--- src/rtl/input_port_pkg.sv ---
// rtl/input_port_pkg.sv - shared constants and helpers for the input port bank
package input_port_pkg;

    localparam logic SEL_STATE  = 1'b0;
    localparam logic SEL_EVENTS = 1'b1;

    localparam int EDGE_PRESS   = 0;
    localparam int EDGE_RELEASE = 1;
    localparam int EDGE_BOTH    = 2;

    localparam int JOY_UP    = 0;
    localparam int JOY_DOWN  = 1;
    localparam int JOY_LEFT  = 2;
    localparam int JOY_RIGHT = 3;
    localparam int JOY_FIRE  = 4;

    // rise = debounced press accepted, fall = debounced release accepted
    function automatic logic edge_hit(input int mode, input logic rise, input logic fall);
        case (mode)
            EDGE_PRESS:   edge_hit = rise;
            EDGE_RELEASE: edge_hit = fall;
            default:      edge_hit = rise | fall;
        endcase
    endfunction

endpackage

--- src/rtl/debounce_bit.sv ---
// rtl/debounce_bit.sv - two-flop synchroniser, polarity fix and debounce for one input line
module debounce_bit #(
    parameter int DEBOUNCE_CYCLES = 16,
    parameter int ACTIVE_LOW      = 1
) (
    input  logic clk,
    input  logic reset,
    input  logic pin,
    output logic stable,
    output logic rise,
    output logic fall
);

    localparam int CW = (DEBOUNCE_CYCLES < 1) ? 1 : $clog2(DEBOUNCE_CYCLES + 1);
    localparam logic [CW-1:0] LAST = CW'(DEBOUNCE_CYCLES - 1);
    localparam logic IDLE_LEVEL = (ACTIVE_LOW != 0);

    logic          sync1;
    logic          sync2;
    logic          synced;
    logic          accept;
    logic [CW-1:0] cnt;

    assign synced = (ACTIVE_LOW != 0) ? ~sync2 : sync2;
    assign accept = (synced != stable) && (cnt == LAST);
    assign rise   = accept & synced;
    assign fall   = accept & ~synced;

    // Synchroniser resets to the idle pin level so reset release never looks like a press
    always_ff @(posedge clk) begin
        if (reset) begin
            sync1  <= IDLE_LEVEL;
            sync2  <= IDLE_LEVEL;
            stable <= 1'b0;
            cnt    <= '0;
        end else begin
            sync1 <= pin;
            sync2 <= sync1;
            if (synced == stable) begin
                cnt <= '0;
            end else if (cnt == LAST) begin
                stable <= synced;
                cnt    <= '0;
            end else begin
                cnt <= cnt + CW'(1);
            end
        end
    end

endmodule

--- src/rtl/input_port_bank.sv ---
// rtl/input_port_bank.sv - debounced joystick/button bank with sticky events and a read port
module input_port_bank
    import input_port_pkg::*;
#(
    parameter int NUM_CHANNELS    = 2,
    parameter int CHANNEL_BITS    = 8,
    parameter int DEBOUNCE_CYCLES = 16,
    parameter int ACTIVE_LOW      = 1,
    parameter int EDGE_MODE       = 0
) (
    input  logic                                 clk,
    input  logic                                 reset,
    input  logic [NUM_CHANNELS*CHANNEL_BITS-1:0] pins,
    output logic [NUM_CHANNELS*CHANNEL_BITS-1:0] state,
    input  logic                                 rd_en,
    input  logic [3:0]                           rd_addr,
    output logic [7:0]                           rd_data,
    output logic                                 irq
);

    localparam int NB = NUM_CHANNELS * CHANNEL_BITS;

    logic [NB-1:0] rise_v;
    logic [NB-1:0] fall_v;
    logic [NB-1:0] ev_set;
    logic [NB-1:0] ev_q;
    logic [NB-1:0] ev_next;
    logic [NB-1:0] clr_mask;
    logic [7:0]    rd_mux;
    logic [2:0]    rd_ch;

    assign rd_ch = rd_addr[3:1];

    for (genvar i = 0; i < NB; i++) begin : g_line
        debounce_bit #(
            .DEBOUNCE_CYCLES(DEBOUNCE_CYCLES),
            .ACTIVE_LOW     (ACTIVE_LOW)
        ) u_debounce (
            .clk   (clk),
            .reset (reset),
            .pin   (pins[i]),
            .stable(state[i]),
            .rise  (rise_v[i]),
            .fall  (fall_v[i])
        );
        assign ev_set[i] = edge_hit(EDGE_MODE, rise_v[i], fall_v[i]);
    end

    // Channels that do not exist never match, so out-of-range reads return 0 and clear nothing
    always_comb begin
        rd_mux   = 8'h00;
        clr_mask = '0;
        for (int c = 0; c < NUM_CHANNELS; c++) begin
            if (rd_ch == 3'(c)) begin
                if (rd_addr[0] == SEL_EVENTS) begin
                    rd_mux = 8'(ev_q[c*CHANNEL_BITS +: CHANNEL_BITS]);
                    clr_mask[c*CHANNEL_BITS +: CHANNEL_BITS] = {CHANNEL_BITS{rd_en}};
                end else begin
                    rd_mux = 8'(state[c*CHANNEL_BITS +: CHANNEL_BITS]);
                end
            end
        end
    end

    // A bit that is set in the clearing cycle survives the clear
    assign ev_next = ev_set | (ev_q & ~clr_mask);

    always_ff @(posedge clk) begin
        if (reset) begin
            ev_q    <= '0;
            rd_data <= 8'h00;
            irq     <= 1'b0;
        end else begin
            ev_q <= ev_next;
            irq  <= |ev_q;
            if (rd_en) begin
                rd_data <= rd_mux;
            end
        end
    end

endmodule

--- config.mk ---
export PLATFORM = sky130hd
export DESIGN_NAME = input_port_bank
export DESIGN_NICKNAME = d
export VERILOG_FILES = /design/src/rtl/input_port_pkg.sv /design/src/rtl/debounce_bit.sv /design/src/rtl/input_port_bank.sv
export SDC_FILE = /design/constraint.sdc
export NUM_CORES = 1
export LEC_CHECK = 0
export BUFFER_PORTS_ARGS = -buffer_cell sky130_fd_sc_hd__buf_2
export CELL_PAD_IN_SITES_DETAIL_PLACEMENT = 0
export CELL_PAD_IN_SITES_GLOBAL_PLACEMENT = 1
export CORE_UTILIZATION = 45
export CTS_CLUSTER_SIZE = 24
export DETAILED_ROUTE_END_ITERATION = 12
export GPL_TIMING_DRIVEN = 1
export PLACE_DENSITY = 0.77
export REMOVE_ABC_BUFFERS = 1
export SYNTH_ARGS = -nofsm -noshare
export SYNTH_HDL_FRONTEND = slang
export SYNTH_SLANG_ARGS = --single-unit
--- constraint.sdc ---
create_clock -name clk -period 1.7 [get_ports clk]
set_input_delay 0.085 -clock clk [delete_from_list [all_inputs] [get_ports clk]]
set_output_delay 0.085 -clock clk [all_outputs]
set_load 0.01 [all_outputs]
# After elaboration in Yosys (flattened, before gate mapping)
# Index checks and enable logic that the tools add are counted.
[totals]
register_bits = 153
inputBits = 23
output_inout_bits = 25
word_cells = 240
[op_classes]
addsub = 16
n_eq_ne = 49
muxes = 7
n_bitwise = 51
n_reduce_logical = 50
[ops]
columns = ["op", "n"]
rows = [
  ["5-bit by 1-bit adder with 5-bit output, second input constant", 16],
  ["5-bit by 4-bit equality test with 1-bit output, second input constant", 16],
  ["8-bit two-way mux", 7],
  ["3-bit OR reduction", 16],
  ["1-bit inverter", 32],
  ["2-bit AND reduction", 16],
  ["1-bit AND", 16],
  ["16-bit AND", 1],
  ["1-bit equality test", 16],
  ["1-bit logical AND", 16],
  ["1-bit != test", 16],
  ["16-bit inverter", 1],
  ["16-bit bitwise OR", 1],
  ["16-bit OR reduction", 1],
  ["3-bit by 1-bit equality test with 1-bit output, second input constant", 1],
  ["3-bit logical NOT", 1],
]

# Longest topological paths before layout
[depth]
ltp_word = 5
mapped_depth = 6
ltp_nobuf = 6

# Hierarchy
# Synthesis repeated with hierarchy kept, for this count alone.
[unflattened]
hier_cells = 597
area_unflattened_um2 = 5995.8
[by_module_without_submodules]
columns = ["module", "instances", "cells_per_inst", "area_each_um2", "seq_area_each_um2"]
rows = [
  ["debounce_bit", 16, 29, 299.0, 160.2],
  ["input_port_bank", 1, 133, 1211.2, 500.5],
]

# Worst setup path before layout
# No wires, ideal clock.
[synth_timing]
path_kind = "reg2reg"
from = "register g_line[5].u_debounce.cnt[0]"
to = "register g_line[5].u_debounce.cnt[2]"
setup_time_ns = 0.066
arrival_time_ns = 1.275
t_required_ns = 1.634
setup_slack_ns = 0.359
path_stages_with_launch = 7
n_path_buf = 0
period_less_slack_ns = 1.341
path_cell_list = "dfxtp_1 ha_1 and3_1 ha_1 nor2_1 o21ai_0 nor2_1"
[synth_via]
elab_chain_cells = 2
elab_cells_between_ends = 3
cone_classes = "add/sub (1); eq/ne (1); reduce/logical (1)"
[synth_rtl]
columns = ["element", "line_no", "source"]
rows = [
  ["start, declared", "debounce_bit.sv:22", "logic [CW-1:0] cnt;"],
  ["start signal, assigned", "debounce_bit.sv:45", "cnt <= cnt + CW'(1);"],
  ["parallel branches: the longest is 2 deep, another holds 5-bit by 1-bit adder with 5-bit output", "--", ""],
]
# Parallel ways; which one is timed is not known.
# A chain may end at the register's enable or synchronous reset.

# Worst setup path in the final report
[layout_timing]
from = "register g_line[9].u_debounce.cnt[0]"
to = "register g_line[9].u_debounce.cnt[2]"
[layout_via]
elab_chain_cells = 2
elab_cells_between_ends = 3
cone_classes = "add/sub (1); eq/ne (1); reduce/logical (1)"
[layout_rtl]
columns = ["element", "line_no"]
rows = [
  ["start, declared", "debounce_bit.sv:22"],
  ["start signal, assigned", "debounce_bit.sv:45"],
  ["parallel branches: the longest is 2 deep, another holds 5-bit by 1-bit adder with 5-bit output", "--"],
]
# Parallel ways; which one is timed is not known.

==> impl_metrics.toml <==
[run_status]
status = "finished, final reports clean"

[floorplan]
die_area_mm2 = 0.0135
die_h_um = 116
initial_core_util_pct = 46.5
io_pins = 48
core_mm2 = 0.0127
fp.dieW_um = 116
rows = 41

[routing]
drt-pass1-iter-count = 4
route.detailed.drc = 0
routedWlPerCell_um = 11.9
vias = 4033
wl_um = 10200
drt_iter0_markers = 161
postRouteAntennaNets = 0
vias_per_cell = 4.70

[worst_setup_path]
cp_max_fo = 5
end_kind = "register"
reg2regPathDepth = 6
r2r_slack_ns = 0.19
arrival_ns = 1.87
required_ns = 2.06
path_class = "reg -> reg"
r2r_start = "g_line[9].u_debounce.cnt[0]"
start_kind = "register"
r2r_end = "g_line[9].u_debounce.cnt[2]"

[worst_hold_path]
hold_depth = 3
worstHoldPathType = "in -> reg"
holdPathEnd = "ev_q[7]"
hold_start = "reset"

[logic_synthesis]
syn_avg_cell_area_um2 = 9.49
syn_area_mm2 = 0.00589
synthCells = 620
yosys_warnings = 0
ys_seq_area_share_pct = 52.0
ys_ff_latch = 153
synth_cell_types = 27

[power_and_ir_drop]
p_int_uw = 6130
power_density_mw_per_mm2 = 1110
netSwitchingFraction_pct = 20.3
clkPwrFrac_pct = 49.0
ir_worst_vdd_mv = 0.647
power_uw = 7690
power_frac_comb_pct = 3.3
leakage_uw = 0.00283
seqPwrFrac_pct = 47.7
p_switching_uw = 1560

[global_route]
grt_use_met3_pct = 4.93
grt_use_total_pct = 16.7
antenna_found_initial = 0
grt_pass1_wl_um = 17200
grt_max_degree = 90
grt_util_met1_pct = 20.2
overflow = 0
top_usage_layer = "met2"
first_global_vias = 3793
grtUsageMet2_pct = 27.4

[timing]
finalCritPeriodShare_pct = 89.1
fin_ws_ns = 0.185
clock.fmax_ghz = 0.660
period_needed_ns = 1.51
tns_ns = 0
final_hold_viol_count = 0
fin_skew_ns = 0.00615
setup_viol_count_final = 0
whs_ns = 0.208
drv_slew = 0
rsz0062_at_grt = "false"
worstMarginPinSlew_ns = 0.645
relSlewSlack_pct = 56.5

[cells_and_area]
stdcell_count = 858
multi_input_area_mm2 = 0.00248
ff_latch_area_mm2 = 0.00306
final_nets = 729
syn_to_final_growth_pct = 17.9
n_antenna_cell = 0
fill_cells = 1146
drive_above_1_share_pct = 17.9

[clocking]
cts.clk_slew.worst_paths_ns = 0.06
cts-buffers-inserted = 17
cts_buffer_depth = 2
cts_root_buf = "clkbuf_16"
cts.sinks = 153
insertion_delay_ns = 0.42
tritoncts = "built"
htree_levels = 4

[place]
dp_hpwl_um = 7060
gp_congestion = 0.682
dp.cells = 810
numPortBuffers = 47
dp_slack_ns = 0.203

[flow_run]
cap_violations = 0
[final cells by class]
type	instances	area share, %
timing repair buffer	69	6.56
clock buffer	19	6.52
inverter	33	1.78
tap	172	3.10
sequential	153	44.1
multi-input combinational	400	35.8
clock inverter	12	2.16
[worst max path at each step]
stage	start	to	slack [ns]	cells past startpoint
after floorplan	g_line[0].u_debounce.cnt[0]	g_line[0].u_debounce.cnt[2]	0.36	6
after global placement	g_line[3].u_debounce.cnt[0]	g_line[3].u_debounce.cnt[3]	0.23	6
after detailed placement	g_line[8].u_debounce.cnt[0]	g_line[8].u_debounce.cnt[3]	0.20	6
after CTS	g_line[14].u_debounce.cnt[0]	g_line[14].u_debounce.cnt[0]	0.12	6
after global routing	g_line[3].u_debounce.cnt[0]	g_line[3].u_debounce.cnt[2]	0.006	6
final	g_line[9].u_debounce.cnt[0]	g_line[9].u_debounce.cnt[2]	0.19	6
[cell usage after synthesis]
cell,number,area (um2)
buf_2,6,30.0
nand3_1,16,80.1
nand4bb_1,1,11.3
and3_1,16,100
dfxtp_1,153,3060
nor2_1,136,510
clkbuf_1,8,30.0
xnor2_1,16,140
inv_1,33,124
or3b_1,1,8.76
or2_2,32,200
nor3_2,8,80.1
or3_1,1,6.26
ha_1,32,400
a41oi_1,1,8.76
nor4_1,4,25.0
buf_4,18,135
mux2i_1,16,160
a21oi_1,16,80.1
a211oi_1,16,120
and2_1,10,62.6
o21ai_0,32,160
o221a_1,8,90.1
buf_6,2,22.5
nand2_1,16,60.1
xor2_1,16,140
and2_0,6,37.5
[kinds of logic (layout without fill, tap and decap cells)]
group / Yosys count / count (layout) / synth area share, %
simple gates: 247 / 247 / 20.1
compound gates: 73 / 73 / 7.80
flops: 153 / 153 / 52.0
fa+ha+maj: 32 / 32 / 6.80
xor+xnor: 32 / 32 / 4.76
buf+inv: 67 / 133 / 5.80
mux: 16 / 16 / 2.72
[placed cells by master (no fill, tap or decap), types with 4 or more instances in the layout]
master         synthesis  routed
and2_0                 6       6
nand2_1               16      16
clkinv_2               0       4
xnor2_1               16      16
and3_1                16      16
nor4_1                 4       4
dfxtp_1              153     153
buf_2                  6      47
o21ai_0               32      31
mux2i_1               16      16
xor2_1                16      16
and2_1                10      10
buf_4                 18       4
or2_2                 32      32
dlygate4sd3_1          0      17
ha_1                  32      32
a21oi_1               16      16
inv_1                 33      33
a211oi_1              16      16
nand3_1               16      16
nor2_1               136     136
clkbuf_16              0      17
nor3_2                 8       8
o221a_1                8       8
[layer usage]
metal | share of wire, % | wire length, um | vias to the layer above
met1 | 49 | 5000 | 1840
met3 | 3.5 | 359 | 8
met5 | 0 | 0 | -
met2 | 46 | 4750 | 46
li1 | - | - | 2139
met4 | 1.1 | 110 | 0
[repair_timing]
action | in CTS | in global routing
gates resized for setup | 0 | 1
endpoints found under the setup margin | 0 | 2
hold endpoints to repair | 17 | 0
hold buffers | 17 | 0
setup buffers | 0 | 0
[critical path, stage by stage, from the launching register on]
cell and delay (ns):
dfxtp_1 0.32, ha_1 0.21, and3_1 0.19, ha_1 0.23, nor2_1 0.10, o21ai_0 0.23, nor2_1 0.16
[power by group through the flow]
| stage | sequential [uW] | clock (uW) | combinational [uW] |
|---|---|---|---|
| floorplan | 3750 | 0 | 106 |
| global placement | 3750 | 0 | 221 |
| detailed placement | 3750 | 0 | 227 |
| CTS | 3670 | 3880 | 258 |
| global route | 3680 | 4040 | 287 |
| finish | 3670 | 3770 | 254 |
[flip-flops by register name (all words and copies together) (netlist names)]
signal / count
rd_data: 8
g_line.u_debounce.sync2: 16
irq: 1
ev_q: 16
g_line.u_debounce.stable: 16
g_line.u_debounce.cnt: 80
g_line.u_debounce.sync1: 16
[per-stage QoR]
| step | cell area, um2 | util, % |
|---|---|---|
| finish | 6940 | 54.8 |
| global placement | 6170 | 48.7 |
| global route | 6940 | 54.8 |
| floorplan | 5670 | - |
| CTS | 6940 | 54.8 |
| detailed placement | 6170 | 48.7 |
(Power assumes the default switching activity.)
